`src/rtl/binary_div_14_7_seq.sv`:
```
// binary_div_14_7_seq: sequential unsigned restoring divider, one quotient bit per enabled clock
module binary_div_14_7_seq #(
    parameter int N_W = 14,
    parameter int D_W = 7
) (
    input  logic           clk,
    input  logic           rst_n,
    input  logic           en,
    input  logic           start,
    input  logic [N_W-1:0] dividend,
    input  logic [D_W-1:0] divisor,
    output logic           busy,
    output logic           done,
    output logic           div_zero,
    output logic [N_W-1:0] quotient,
    output logic [D_W-1:0] remainder
);
    localparam int C_W = $clog2(N_W + 1);

    typedef enum logic [1:0] {IDLE, CALC, DZ, DONE} state_t;

    state_t         state, state_nxt;
    logic [C_W-1:0] cnt;
    logic [N_W-1:0] dvd;
    logic [D_W-1:0] dvs;
    logic [D_W:0]   rem;
    logic [D_W+1:0] ext, trial;
    logic [D_W:0]   rem_nxt;
    logic           ge, accept;

    // Trial subtraction: one extra bit above the shifted remainder so the borrow is visible
    always_comb begin
        ext     = {rem, dvd[N_W-1]};
        trial   = ext - {2'b00, dvs};
        ge      = !trial[D_W+1];
        rem_nxt = ge ? trial[D_W:0] : ext[D_W:0];
        accept  = start && (state == IDLE || state == DONE);
    end

    // State register
    always_ff @(posedge clk or negedge rst_n) begin
        if (!rst_n)
            state <= IDLE;
        else if (en)
            state <= state_nxt;
    end

    // Next-state logic; a zero divisor takes the short DZ path instead of iterating
    always_comb begin
        state_nxt = state;
        unique case (state)
            IDLE, DONE: state_nxt = start ? (divisor != '0 ? CALC : DZ) : IDLE;
            CALC:       state_nxt = (cnt == C_W'(1)) ? DONE : CALC;
            DZ:         state_nxt = DONE;
            default:    state_nxt = IDLE;
        endcase
    end

    // Handshake outputs are pure state decodes, so done stretches whenever en holds the state
    always_comb begin
        busy = (state == CALC) || (state == DZ);
        done = (state == DONE);
    end

    // Datapath: capture operands, shift in quotient bits, publish results on the last iteration
    always_ff @(posedge clk or negedge rst_n) begin
        if (!rst_n) begin
            cnt       <= '0;
            dvd       <= '0;
            dvs       <= '0;
            rem       <= '0;
            quotient  <= '0;
            remainder <= '0;
            div_zero  <= 1'b0;
        end else if (en) begin
            if (accept) begin
                dvd <= dividend;
                dvs <= divisor;
                cnt <= C_W'(N_W);
                rem <= '0;
            end else if (state == CALC) begin
                dvd <= {dvd[N_W-2:0], ge};
                rem <= rem_nxt;
                cnt <= cnt - C_W'(1);
                if (cnt == C_W'(1)) begin
                    quotient  <= {dvd[N_W-2:0], ge};
                    remainder <= rem_nxt[D_W-1:0];
                    div_zero  <= 1'b0;
                end
            end else if (state == DZ) begin
                quotient  <= '1;
                remainder <= '1;
                div_zero  <= 1'b1;
            end
        end
    end
endmodule

```
`config.mk`:
```
export PLATFORM = sky130hd
export DESIGN_NAME = binary_div_14_7_seq
export DESIGN_NICKNAME = d
export VERILOG_FILES = /design/src/rtl/binary_div_14_7_seq.sv
export SDC_FILE = /design/constraint.sdc
export NUM_CORES = 1
export LEC_CHECK = 0
export ABC_AREA = 1
export CORE_MARGIN = 10
export CORE_UTILIZATION = 30
export DETAILED_ROUTE_END_ITERATION = 10
export GPL_TIMING_DRIVEN = 0
export PLACE_DENSITY_LB_ADDON = 0.15
export SYNTH_ARGS = -nofsm -noshare
export SYNTH_HDL_FRONTEND = slang
export SYNTH_SLANG_ARGS = --single-unit
```
`constraint.sdc`:
```
create_clock -name clk -period 5.53 [get_ports clk]
set_input_delay 0.8295 -clock clk [delete_from_list [all_inputs] [get_ports clk]]
set_output_delay 0.8295 -clock clk [all_outputs]
set_load 0.05 [all_outputs]
```
==> impl_metrics.xml <==
<?xml version="1.0" encoding="UTF-8"?>
<metrics>
  <group name="run_status">
    <metric name="outcome" unit="">completed</metric>
  </group>
  <group name="critical_path">
    <metric name="worst_ep_arrival_time" unit="ns">2.05</metric>
    <metric name="crit-reg2reg-capture" unit="">remainder[5]</metric>
    <metric name="worst-r2r-setup-slack" unit="ns">3.36</metric>
    <metric name="critPathRequiredTime" unit="ns">4.70</metric>
    <metric name="timing.critical_path.to_type" unit="">output pin</metric>
    <metric name="worstPathMaxFanout" unit="">3</metric>
    <metric name="launch_point_of_the_worst_reg_to_reg_path" unit="">dvd[13]</metric>
    <metric name="worst-r2r-cell-count" unit="">12</metric>
    <metric name="worst_setup_path_startpoint" unit="">state[0]</metric>
    <metric name="crit_path_start_kind" unit="">flop</metric>
    <metric name="critPathKind" unit="">reg2out</metric>
  </group>
  <group name="cts">
    <metric name="clockRootBuffer" unit="">clkbuf_8</metric>
    <metric name="cts_max_path_buffers" unit="">2</metric>
    <metric name="post_cts.resized_instances" unit="">0</metric>
    <metric name="cts_tree" unit="">yes</metric>
    <metric name="post-cts-setup-buffer-count" unit="">0</metric>
    <metric name="numCtsBuffers" unit="">9</metric>
    <metric name="cts.sinks" unit="">57</metric>
    <metric name="ctsHoldBuffers" unit="">0</metric>
    <metric name="worst_setup_hold_path_clk_slew" unit="ns">0.07</metric>
    <metric name="htreeDepth" unit="">3</metric>
    <metric name="worstSkewPairLatency" unit="ns">0.33</metric>
  </group>
  <group name="yosys">
    <metric name="synth.net_count" unit="">396</metric>
    <metric name="post-synth-top-area-cell" unit="">dfrtp_1</metric>
    <metric name="netlist_instances" unit="">358</metric>
    <metric name="synth_warnings" unit="">0</metric>
    <metric name="syn-cell-area" unit="um^2">3030</metric>
    <metric name="yosysSeqAreaShare" unit="%">47.1</metric>
    <metric name="yosysTopAreaCellShare" unit="%">47.1</metric>
    <metric name="yosys_register_bits" unit="">57</metric>
    <metric name="synth_cell_type_count" unit="">37</metric>
    <metric name="synth.top_cells.by_area" unit="">dfrtp_1 (47%), nand2_1 (12%), inv_1 (5.3%)</metric>
    <metric name="synth.avg_cell_area" unit="um^2">8.46</metric>
  </group>
  <group name="flow_run">
    <metric name="maxCapViolCount" unit="">0</metric>
  </group>
  <group name="routing">
    <metric name="drt_pre_antenna_iters" unit="">4</metric>
    <metric name="final_antenna_net_count" unit="">0</metric>
    <metric name="via_count" unit="">2478</metric>
    <metric name="drt_first_iter_violations" unit="">108</metric>
    <metric name="vias_per_cell" unit="">4.46</metric>
    <metric name="remaining_drc_errors" unit="">0</metric>
    <metric name="postRouteWirelength" unit="mm">7.56</metric>
    <metric name="routed_wire_length_per_instance" unit="um">13.6</metric>
  </group>
  <group name="floorplan">
    <metric name="floorplan.io_pins" unit="">49</metric>
    <metric name="die_area" unit="um^2">14500</metric>
    <metric name="core_footprint" unit="um^2">9820</metric>
    <metric name="row_count" unit="">36</metric>
    <metric name="die_h" unit="um">120</metric>
    <metric name="die_w" unit="um">120</metric>
    <metric name="floorplan.initialDensity" unit="%">30.8</metric>
  </group>
  <group name="timing">
    <metric name="number_of_setup_violations_in_the_final_report" unit="">0</metric>
    <metric name="rsz_0062_raised_after_global_routing" unit="">false</metric>
    <metric name="final_hold_viol_count" unit="">0</metric>
    <metric name="hold-worst-slack" unit="ns">0.475</metric>
    <metric name="final.setup_skew" unit="ns">0.00709</metric>
    <metric name="tightest_slew" unit="ns">0.717</metric>
    <metric name="timing.final.crit_share" unit="%">52.1</metric>
    <metric name="report.final.slew_viol_count" unit="">0</metric>
    <metric name="maxClockFrequency" unit="MHz">347</metric>
    <metric name="totalNegativeSetupSlack" unit="ns">0</metric>
    <metric name="worst_slew_margin_rel" unit="%">52.0</metric>
    <metric name="timing.final.crit_period" unit="ns">2.88</metric>
  </group>
  <group name="power">
    <metric name="fin_total_pwr" unit="uW">2240</metric>
    <metric name="vdd_ir_drop_max" unit="mV">0.204</metric>
    <metric name="power_leakage" unit="uW">0.00186</metric>
    <metric name="power.density" unit="nW/um^2">573</metric>
  </group>
  <group name="global_routing">
    <metric name="gr-usage-all-layers" unit="%">11.0</metric>
    <metric name="grt_start_max_net_pins" unit="">35</metric>
    <metric name="antenna_found_initial" unit="">0</metric>
    <metric name="grt_pass1_vias" unit="">2520</metric>
    <metric name="grt_pass1_wl" unit="mm">13.0</metric>
    <metric name="grt_overflow_total" unit="">0</metric>
  </group>
  <group name="cells_and_area">
    <metric name="antenna-diode-count" unit="">0</metric>
    <metric name="syn_to_final_growth" unit="%">29.0</metric>
    <metric name="num-nets-final" unit="">456</metric>
    <metric name="final_core_utilization" unit="%">39.8</metric>
    <metric name="postLayoutCellArea" unit="um^2">3910</metric>
    <metric name="fraction_of_layout_instances_using_a_drive_strength_above_1" unit="%">12.3</metric>
  </group>
  <group name="place">
    <metric name="gpl.final_weighted_congestion" unit="">0.805</metric>
    <metric name="place.port_buffers" unit="">48</metric>
    <metric name="placedInstanceArea" unit="um^2">3690</metric>
    <metric name="dp_hpwl" unit="mm">5.70</metric>
  </group>
  <group name="min_path">
    <metric name="hp-class" unit="">in2async</metric>
  </group>
</metrics>
-- per-layer routing --
metal | routed length (um) | up-vias | GRT usage [%]
met2 | 3310 | 43 | 16.9
met1 | 3870 | 1143 | 14.6
met4 | 112 | 0 | 3.85
li1 | - | 1281 | -
met3 | 260 | 11 | 2.79
met5 | 0 | - | 0
-- cells by family (layout without fill, tap and decap cells) --
kind of cell	Yosys count	in the layout	synth area share (%)
and+or+nand+nor	162	162	24.4
AOI/OAI and AO/OA	65	65	14.2
buffers and inverters	58	123	7.85
DFF	57	57	47.1
adders and majority gates	13	13	5.62
xor gates and xnor gates	3	3	0.868
-- synthesized netlist by cell type (all sizes together) --
cell type and instances:
nand4 1, inv 49, a31oi 1, nor4 1
o211ai 12, a21oi 22, nand3b 8, ha 12
nand3 24, nor3 1, o221ai 1, nor2 24
a22oi 1, fa 1, o2111ai 1, nand2 102
clkbuf 4, buf 5, o21ai 26, xor2 1
xnor2 2, dfrtp 57, or2 1, o22a 1
-- worst max-delay path by stage --
stage	cells past startpoint	end
floorplan	3	busy
global placement	1	rem[7]
detailed placement	7	quotient[1]
CTS	4	busy
global route	4	busy
finish	4	busy
-- registers in the layout (all words and copies together), names as in the netlist --
| name | cells |
|---|---|
| quotient | 14 |
| state | 2 |
| cnt | 4 |
| rem | 8 |
| div_zero | 1 |
| dvd | 14 |
| remainder | 7 |
| dvs | 7 |
-- where the power goes --
group	total [uW]	internal (uW)	switching, uW
clock network	424	244	180
logic	1150	405	742
registers	666	579	87.5
total	2240	1230	1010
-- cell usage in the layout, fill, tap and decap left out, types with 2 or more instances in the layout --
cell | Yosys | final
nand2_4 | 2 | 2
inv_2 | 6 | 6
ha_1 | 12 | 12
nand3_2 | 2 | 2
clkinvlp_4 | 0 | 2
buf_2 | 3 | 4
a21oi_1 | 21 | 21
o21ai_2 | 5 | 5
nand3b_1 | 8 | 8
inv_1 | 43 | 43
o211ai_2 | 5 | 5
clkbuf_8 | 0 | 12
buf_6 | 2 | 2
clkdlybuf4s50_1 | 0 | 47
nand3_1 | 22 | 22
dfrtp_1 | 57 | 57
nor2_4 | 2 | 2
o21ai_0 | 19 | 19
xnor2_1 | 2 | 2
nor2_1 | 21 | 21
nand2_1 | 99 | 99
o211ai_1 | 7 | 7
clkbuf_1 | 3 | 3
-- per-stage QoR --
| step | std cells | setup WS (ns) |
|---|---|---|
| detailed placement | 540 | 2.96 |
| global route | 556 | 2.57 |
| CTS | 556 | 2.62 |
| floorplan | 358 | 3.59 |
| global placement | 539 | 1.69 |
| finish | 556 | 2.65 |
-- final cells by class --
class / instances / area [um^2]
fill: 1032 / 5910
sequential: 57 / 1430
multi-input combinational: 243 / 1370
timing repair buffer: 49 / 495
inverter: 49 / 184
tap: 133 / 166
clock buffer: 12 / 165
buffer: 9 / 53.8
clock inverter: 4 / 50.0
-- worst max-delay path, stage by stage (launching register included) --
cell             delay (ns)
dfrtp_1                0.38
inv_1                  0.07
ha_1                   0.38
inv_1                  0.08
clkdlybuf4s50_1        0.80
Power figures use the tool's default switching activity.
